--- src/rtl/cafe_pkg.sv ---
// Shared types and constants for the coffee drink-preparation sequencer.
package cafe_pkg;

    typedef enum logic [2:0] {
        IDLE,
        AGUA,
        CAFE,
        CHOCOLATE,
        LECHE,
        ESPUMA,
        ENTREGA
    } estado_t;

    localparam logic [1:0] EXPRESO   = 2'b00;
    localparam logic [1:0] CON_LECHE = 2'b01;
    localparam logic [1:0] CAPUCCINO = 2'b10;
    localparam logic [1:0] MOCACCINO = 2'b11;

    localparam int ACT_W       = 6;
    localparam int ACT_AGUA    = 0;
    localparam int ACT_CAFE    = 1;
    localparam int ACT_CHOCO   = 2;
    localparam int ACT_LECHE   = 3;
    localparam int ACT_ESPUMA  = 4;
    localparam int ACT_ENTREGA = 5;

    // One-hot actuator drive for a step; IDLE drives nothing.
    function automatic logic [ACT_W-1:0] actuador_de(estado_t e);
        logic [ACT_W-1:0] a;
        a = '0;
        case (e)
            AGUA:      a[ACT_AGUA]    = 1'b1;
            CAFE:      a[ACT_CAFE]    = 1'b1;
            CHOCOLATE: a[ACT_CHOCO]   = 1'b1;
            LECHE:     a[ACT_LECHE]   = 1'b1;
            ESPUMA:    a[ACT_ESPUMA]  = 1'b1;
            ENTREGA:   a[ACT_ENTREGA] = 1'b1;
            default:   a = '0;
        endcase
        return a;
    endfunction

endpackage

--- src/rtl/temporizador.sv ---
// Step-duration down-counter: loads duration-1 on step entry, flags done at zero.
module temporizador #(
    parameter int CNT_W = 4
) (
    input  logic             clk,
    input  logic             rst_n,
    input  logic             load_i,
    input  logic [CNT_W-1:0] dur_i,
    output logic             done_o
);

    logic [CNT_W-1:0] cnt_q;

    // NOTE: sequential state is written with <= so every flop samples pre-edge values.
    always_ff @(posedge clk or negedge rst_n) begin
        if (!rst_n) begin
            cnt_q <= '0;
        end else if (load_i) begin
            cnt_q <= dur_i - CNT_W'(1);
        end else if (cnt_q != '0) begin
            cnt_q <= cnt_q - CNT_W'(1);
        end
    end

    assign done_o = (cnt_q == '0);

endmodule

--- src/rtl/preparador_cafe.sv ---
// Drink-preparation sequencer: runs the recipe selected by tipoCafe as timed actuator steps.
// Optional drink counter output `tazas` is enabled by defining CONTADOR_TAZAS_EN.
module preparador_cafe
    import cafe_pkg::*;
#(
    parameter int CNT_W     = 4,
    parameter int T_AGUA    = 4,
    parameter int T_CAFE    = 3,
    parameter int T_CHOC    = 2,
    parameter int T_LECHE   = 2,
    parameter int T_ESPUMA  = 2,
    parameter int T_ENTREGA = 1
) (
    input  logic             clk,
    input  logic             rst_n,
    input  logic             iniciar,
    input  logic [1:0]       tipoCafe,
    input  logic             cancelar,
    output logic [ACT_W-1:0] actuadores,
    output logic             ocupado,
    output logic             listo,
`ifdef CONTADOR_TAZAS_EN
    output logic [15:0]      tazas,
`endif
    output logic             abortado
);

    localparam int T_MAX = (2 ** CNT_W) - 1;

    if (T_AGUA  < 1 || T_AGUA  > T_MAX || T_CAFE   < 1 || T_CAFE   > T_MAX ||
        T_CHOC  < 1 || T_CHOC  > T_MAX || T_LECHE  < 1 || T_LECHE  > T_MAX ||
        T_ESPUMA < 1 || T_ESPUMA > T_MAX || T_ENTREGA < 1 || T_ENTREGA > T_MAX) begin : g_bad_dur
        $error("preparador_cafe: every step duration must be in 1..2**CNT_W-1");
    end

    estado_t          state_q, state_d;
    logic [1:0]       tipo_q, tipo_d;
    logic             iniciar_prev_q;
    logic             listo_q, listo_d;
    logic             abortado_q, abortado_d;
    logic             load;
    logic [CNT_W-1:0] dur;
    logic             done;
    estado_t          nxt;

    function automatic estado_t siguiente(estado_t e, logic [1:0] t);
        estado_t s;
        s = IDLE;
        case (e)
            AGUA: s = CAFE;
            CAFE: begin
                case (t)
                    EXPRESO:   s = ENTREGA;
                    MOCACCINO: s = CHOCOLATE;
                    default:   s = LECHE;
                endcase
            end
            CHOCOLATE: s = LECHE;
            LECHE:     s = (t == CON_LECHE) ? ENTREGA : ESPUMA;
            ESPUMA:    s = ENTREGA;
            default:   s = IDLE;
        endcase
        return s;
    endfunction

    function automatic logic [CNT_W-1:0] duracion(estado_t e);
        logic [CNT_W-1:0] d;
        d = '0;
        case (e)
            AGUA:      d = CNT_W'(T_AGUA);
            CAFE:      d = CNT_W'(T_CAFE);
            CHOCOLATE: d = CNT_W'(T_CHOC);
            LECHE:     d = CNT_W'(T_LECHE);
            ESPUMA:    d = CNT_W'(T_ESPUMA);
            ENTREGA:   d = CNT_W'(T_ENTREGA);
            default:   d = '0;
        endcase
        return d;
    endfunction

    temporizador #(.CNT_W(CNT_W)) u_temporizador (
        .clk    (clk),
        .rst_n  (rst_n),
        .load_i (load),
        .dur_i  (dur),
        .done_o (done)
    );

    // NOTE: every output of this block gets a default first, so no path can infer a latch.
    always_comb begin
        state_d    = state_q;
        tipo_d     = tipo_q;
        listo_d    = 1'b0;
        abortado_d = 1'b0;
        load       = 1'b0;
        nxt        = siguiente(state_q, tipo_q);

        if (state_q == IDLE) begin
            if (iniciar && !iniciar_prev_q && !cancelar) begin
                state_d = AGUA;
                tipo_d  = tipoCafe;
                load    = 1'b1;
            end
        end else if (cancelar) begin
            // Abort beats a step finishing in the same cycle, including the last one.
            state_d    = IDLE;
            abortado_d = 1'b1;
        end else if (done) begin
            state_d = nxt;
            if (nxt == IDLE) begin
                listo_d = 1'b1;
            end else begin
                load = 1'b1;
            end
        end

        dur = duracion(state_d);
    end

    always_ff @(posedge clk or negedge rst_n) begin
        if (!rst_n) begin
            state_q        <= IDLE;
            tipo_q         <= EXPRESO;
            iniciar_prev_q <= 1'b0;
            listo_q        <= 1'b0;
            abortado_q     <= 1'b0;
        end else begin
            state_q        <= state_d;
            tipo_q         <= tipo_d;
            iniciar_prev_q <= iniciar;
            listo_q        <= listo_d;
            abortado_q     <= abortado_d;
        end
    end

`ifdef CONTADOR_TAZAS_EN
    logic [15:0] tazas_q;

    always_ff @(posedge clk or negedge rst_n) begin
        if (!rst_n) begin
            tazas_q <= '0;
        end else if (listo_d) begin
            tazas_q <= tazas_q + 16'd1;
        end
    end

    assign tazas = tazas_q;
`endif

    assign actuadores = actuador_de(state_q);
    assign ocupado    = (state_q != IDLE);
    assign listo      = listo_q;
    assign abortado   = abortado_q;

endmodule

--- config.mk ---
export PLATFORM = sky130hd
export DESIGN_NAME = preparador_cafe
export DESIGN_NICKNAME = d
export VERILOG_FILES = /design/src/rtl/cafe_pkg.sv /design/src/rtl/temporizador.sv /design/src/rtl/preparador_cafe.sv
export SDC_FILE = /design/constraint.sdc
export NUM_CORES = 1
export LEC_CHECK = 0
export ABC_AREA = 1
export ABC_CLOCK_PERIOD_IN_PS = 5110
export CORE_MARGIN = 3
export CORE_UTILIZATION = 55
export CTS_CLUSTER_DIAMETER = 50
export DETAILED_ROUTE_END_ITERATION = 12
export GPL_TIMING_DRIVEN = 0
export PLACE_DENSITY = 0.93
export SYNTH_ARGS = -nofsm -noshare
export SYNTH_HDL_FRONTEND = slang
export SYNTH_SLANG_ARGS = --single-unit
--- constraint.sdc ---
create_clock -name clk -period 5.11 [get_ports clk]
set_input_delay 1.533 -clock clk [delete_from_list [all_inputs] [get_ports clk]]
set_output_delay 1.533 -clock clk [all_outputs]
set_load 0.05 [all_outputs]
==> results of run 1 <==
[layout make-up]
class,count,area [µm²]
multi-input combinational,84,505.5
fill,89,332.8
sequential,12,300.3
timing repair buffer,14,140.1
inverter,13,48.80
clock buffer,4,36.28
tap,15,18.77
[worst max-delay path by stage]
stage                    start                      end  depth (start not counted)
global placement      cancelar  u_temporizador.cnt_q[2]                         12
detailed placement    cancelar  u_temporizador.cnt_q[2]                         12
finish              state_q[2]            actuadores[3]                          3
floorplan           state_q[2]            actuadores[3]                          2
global route        state_q[1]            actuadores[1]                          5
CTS                 state_q[2]            actuadores[3]                          3
[state kept, by name, indices dropped and copies added (netlist names)]
| register | cells |
|---|---|
| abortado | 1 |
| iniciar_prev_q | 1 |
| listo | 1 |
| state_q | 3 |
| tipo_q | 2 |
| u_temporizador.cnt_q | 4 |
[synthesized netlist by cell type, drive strengths merged]
cell | instances | area [µm²]
and2 | 1 | 8.760
nand3 | 12 | 65.06
nand4 | 2 | 18.77
clkinv | 2 | 7.510
or2 | 2 | 12.51
inv | 11 | 41.29
nor2 | 14 | 77.57
nand3b | 3 | 26.27
nor3 | 4 | 20.02
a21oi | 7 | 38.79
o21ai | 1 | 5.000
dfrtp | 12 | 300.3
ha | 4 | 50.05
nand2 | 34 | 182.7
[cells by family after synthesis]
| group | count (synthesis) |
|---|---|
| compound gates | 8 |
| fa+ha+maj | 4 |
| buf+inv | 13 |
| flops | 12 |
| simple gates | 72 |
[layer usage]
layer  GRT usage  share of wire
met1      0.2444           0.43
met4      0.1345          0.015
met2      0.3593           0.52
met5           0              0
met3     0.05534          0.040
[through the flow]
stage | hold WS (ns) | cell area, µm²
floorplan | 0.5029 | 854.6
global placement | 0.5378 | 1013
detailed placement | 0.5705 | 1013
CTS | 0.5935 | 1050
global route | 0.6232 | 1050
finish | 0.5910 | 1050
[critical path, delay by kind of cell, from the launching register on]
kind,cells,cell delay [ns]
buf+inv,2,0.98
flops,1,0.48
simple gates,1,0.15
[report_power, final]
part	leakage [nW]	internal, mW	switching (mW)	total [mW]
Clock	0.0210	0.0434	0.0345	0.0778
Sequential	0.154	0.118	0.0155	0.133
Combinational	0.363	0.0694	0.112	0.181
==> flow_summary.toml, run 1 <==
[finish]
final_util = 0.7593
syn2layout_area_growth_pct = 22.84
final_cell_mix = "nand2_1 (22), clkdlybuf4s50_1 (14), dfrtp_1 (12), nand3_1 (11), nor2_1 (8)"
final_nets = 138
fin_cells = 142
final_common_cell = "nand2_1"
diodes = 0
drive_above_1_share = 0.2441

[die]
die-area_um2 = 2063
fp.coreArea_um2 = 1383
fp.dieH_um = 45.42
io_pins = 15
die_w_um = 45.42
start_util = 0.6181
rows = 13

[power_and_ir_drop]
p_leak_nw = 0.5384
p_per_area_nw_per_um2 = 373.7
max-vdd-ir-drop_mv = 0.2617
p_total_mw = 0.3923

[synth]
synth_compound_area_frac = 0.05124
synth-xor-area-share = 0
synth.area.mux_share = 0
syn_nets = 119
synthSimpleGateAreaFrac = 0.4817
synth-seq-cells = 12
synth_top_family_by_area = "simple AND/OR/NAND/NOR gates"
yosysWarnings = 0
synth_area_um2 = 854.6
ys_types = 23
syn_area_per_cell_um2 = 7.840
yosysSeqAreaShare = 0.3514
synthCells = 109
synthAdderAreaFrac = 0.05857

[timing]
rsz0062_at_grt = "false"
max_freq_mhz = 291.9
relSlewSlack = 0.6132
setup_viol = 0
slew_violations = 0
fin_crit_sh = 0.6705
hold_violations = 0
fin_tns_setup_ns = 0
worst_pin_slew_ns = 0.5784
postLayoutSetupSlackWorst_ns = 1.684
period_needed_ns = 3.426
fin_skew_ns = 0.001275

[placed_design]
pre_cts_ws_ns = 1.763
dp.cells = 138
dpl.hpwl_mm = 1.490
place.gp.congestion = 0.9005
io_buffer_count = 14

[cts]
cts_resized = 0
hold_buffers = 0
cts_sinks = 12
cts_setup_buffers = 0
htree_levels = 1
cts_tree = "yes"
path_clk_slew_ns = 0.08
cts_inserted_buffers = 3
cts_buffer_depth = 2
cts_root_buf = "clkbuf_4"
insertion_delay_ns = 0.28

[critical_path]
worstRegToRegCells = 13
cp_max_fo = 8
crit_required_ns = 3.58
r2r_start = "tipo_q[1]"
crit_arrival_ns = 1.89
critPathMaxStageDelay_ns = 0.83
cp-start-kind = "flip-flop"
r2r_slack_ns = 3.04
r2r_end = "u_temporizador.cnt_q[2]"
crit_slowest_cell = "clkdlybuf4s50_1"
worstPathCellList = "inv_2, nor3_1, clkdlybuf4s50_1"
end_kind = "primary output"
crit_type = "flip-flop to primary output"

[global_route]
grt_antenna_before_repair = 0
grt_max_degree = 13
grt_pass1_vias = 777
gr-total-overflow = 0
grt_first_pass_wirelength_mm = 3.160
grt.total_usage = 0.2166

[run_status]
status = "complete, no violations"

[route]
routedWlPerCell_um = 13.01
drtAntennaViolNets = 0
first_iter_violations = 23
wirelength_mm = 1.848
first_pass_iters = 5
route.detailed.drc = 0
num_vias = 775
vias_per_cell = 5.458

[min_path]
whs_endpoint = "tipo_q[0]"
hold_path.class = "flip-flop to flip-flop"
holdCritStartpoint = "tipo_q[0]"
min_path_cells = 2

[flow_run]
maxCapViolations = 0
No activity file was read; power rests on OpenSTA's default activity.
==> run 2, diff against run 1 <==
- ABC_CLOCK_PERIOD_IN_PS: 5110 -> 3250
- CORE_UTILIZATION: 55 -> 51
- PLACE_DENSITY: 0.93 -> 0.88
- clock period: 5.11 -> 3.25 ns (I/O delays scaled with it)
==> run 2 against run 1 <==
Combinational power grew 55%; sequential cell count is the same; hold slack lost 0.023 ns; critical path depth is the same; routed wire length shrank 2.6%; non-clock buffer count is the same; largest cell class unchanged; largest power group unchanged.
==> flow_summary.toml, run 2 (same netlist as run 1, synthesis figures left out) <==
[placed_design]
place.gp.congestion = 0.9051
dpl.hpwl_mm = 1.404
io_buffer_count = 14

[timing]
relSlewSlack = 0.6132
hold_violations = 0
fin_crit_sh = 0.9023
worst_pin_slew_ns = 0.5784
setup_viol = 0
slew_violations = 0
max_freq_mhz = 341.0
fin_tns_setup_ns = 0
fin_hold_ws_ns = 0.5677
fin_skew_ns = 0.01046
rsz0062_at_grt = "false"
period_needed_ns = 2.932

[finish]
final_nets = 138
final_cell_mix = "nand2_1 (22), clkdlybuf4s50_1 (14), dfrtp_1 (12), nand3_1 (11), nor2_1 (8)"
final_common_cell = "nand2_1"
multi_input_area_um2 = 505.5
diodes = 0
reg.largest.list = "u_temporizador.cnt_q (4), state_q (3), tipo_q (2)"
syn2layout_area_growth_pct = 22.99
seq_area_um2 = 300.3
largest_reg_flops = 4
top_register = "u_temporizador.cnt_q"
drive_above_1_share = 0.2441
fillers = 130

[critical_path]
r2r_start = "state_q[1]"
cp-start-kind = "flip-flop"
cp_num_buf_inv = 2
cp_max_fo = 8
crit_start = "state_q[2]"
crit_type = "flip-flop to primary output"
critPathMaxStageDelay_ns = 0.85
critPathTopFamily = "buffers and inverters"
end_kind = "primary output"
worstPathCellList = "inv_2, nor3_1, clkdlybuf4s50_1"
crit_slowest_cell = "clkdlybuf4s50_1"
crit_required_ns = 2.27
crit_arrival_ns = 1.96

[global_route]
gr-total-overflow = 0
grt_first_pass_wirelength_mm = 2.967
grt_max_degree = 13
grt.total_usage = 0.1965
grt_antenna_before_repair = 0
grt_pass1_vias = 699

[die]
die_w_um = 46.94
die-area_um2 = 2203
rows = 14
fp.dieH_um = 46.94
fp.coreArea_um2 = 1541
start_util = 0.5544
io_pins = 15

[flow_run]
maxCapViolations = 0

[cts]
htree_levels = 1
insertion_delay_ns = 0.29
cts_tree = "yes"
cts_resized = 0
hold_buffers = 0
cts_setup_buffers = 0
cts_buffer_depth = 2
cts_inserted_buffers = 3
path_clk_slew_ns = 0.09
cts_sinks = 12
cts_root_buf = "clkbuf_4"

[power_and_ir_drop]
max-vdd-ir-drop_mv = 0.3218
p_leak_nw = 0.5384
p_per_area_nw_per_um2 = 584.0

[route]
first_pass_iters = 4
vias_per_cell = 5.357
num_vias = 766
route.detailed.drc = 0
first_iter_violations = 15
routedWlPerCell_um = 12.59
drtAntennaViolNets = 0
wirelength_mm = 1.800

[min_path]
holdCritStartpoint = "tipo_q[0]"
hold_path.class = "flip-flop to flip-flop"

[run_status]
status = "complete, no violations"
==> run 2: cell counts in the layout (fill, tap and decap cells not counted) <==
No cell type changed its count.
==> run 2: layout make-up <==
type                    count  share of cell area
multi-input cells          84              0.4810
repair buffers             14              0.1333
clock buffers               4             0.03452
inverters                  13             0.04643
flip-flops and latches     12              0.2857
well taps                  16             0.01905
==> run 2: report_power, final <==
| part | switching, mW | total (mW) | internal, mW |
|---|---|---|---|
| Clock | 0.0564 | 0.125 | 0.0682 |
| Combinational | 0.171 | 0.280 | 0.109 |
| Sequential | 0.0242 | 0.210 | 0.185 |
==> run 2: per-stage QoR <==
stage	cells	area (µm²)	setup slack (ns)	power, mW	utilization
after floorplan	109	854.6	0.6734	0.4280	-
after global placement	139	1015	0.4991	0.4792	0.6583
after detailed placement	139	1015	0.4378	0.4908	0.6583
after CTS	143	1051	0.3071	0.6152	0.6818
after global routing	143	1051	0.2325	0.6617	0.6818
final	143	1051	0.3175	0.6138	0.6818
==> run 2: worst min-delay path, cell delays in order, from the launching register on <==
cell,delay (ns)
dfrtp_1,0.42
nand2_1,0.07
nand2_1,0.05
==> run 2: path summary, 6_finish.rpt <==
kind	cells past startpoint	end	slack (ns)
worst max-delay path	3	actuadores[3]	0.32
worst min-delay path	2	tipo_q[0]	0.57
worst max register to register	11	u_temporizador.cnt_q[2]	1.24
worst min register to register	2	tipo_q[0]	0.57
max in group asynchronous	1	u_temporizador.cnt_q[2]	1.81
min in group asynchronous	1	abortado	1.05
==> run 2: routing by layer <==
layer / part of all wire / routed length, µm / vias to the layer above / GRT usage
li1: - / - / 389 / -
met1: 0.46 / 826 / 357 / 0.2375
met2: 0.49 / 874 / 15 / 0.3415
met3: 0.033 / 60 / 5 / 0.02299
met4: 0.022 / 39 / 0 / 0.09945
met5: 0 / 0 / - / 0
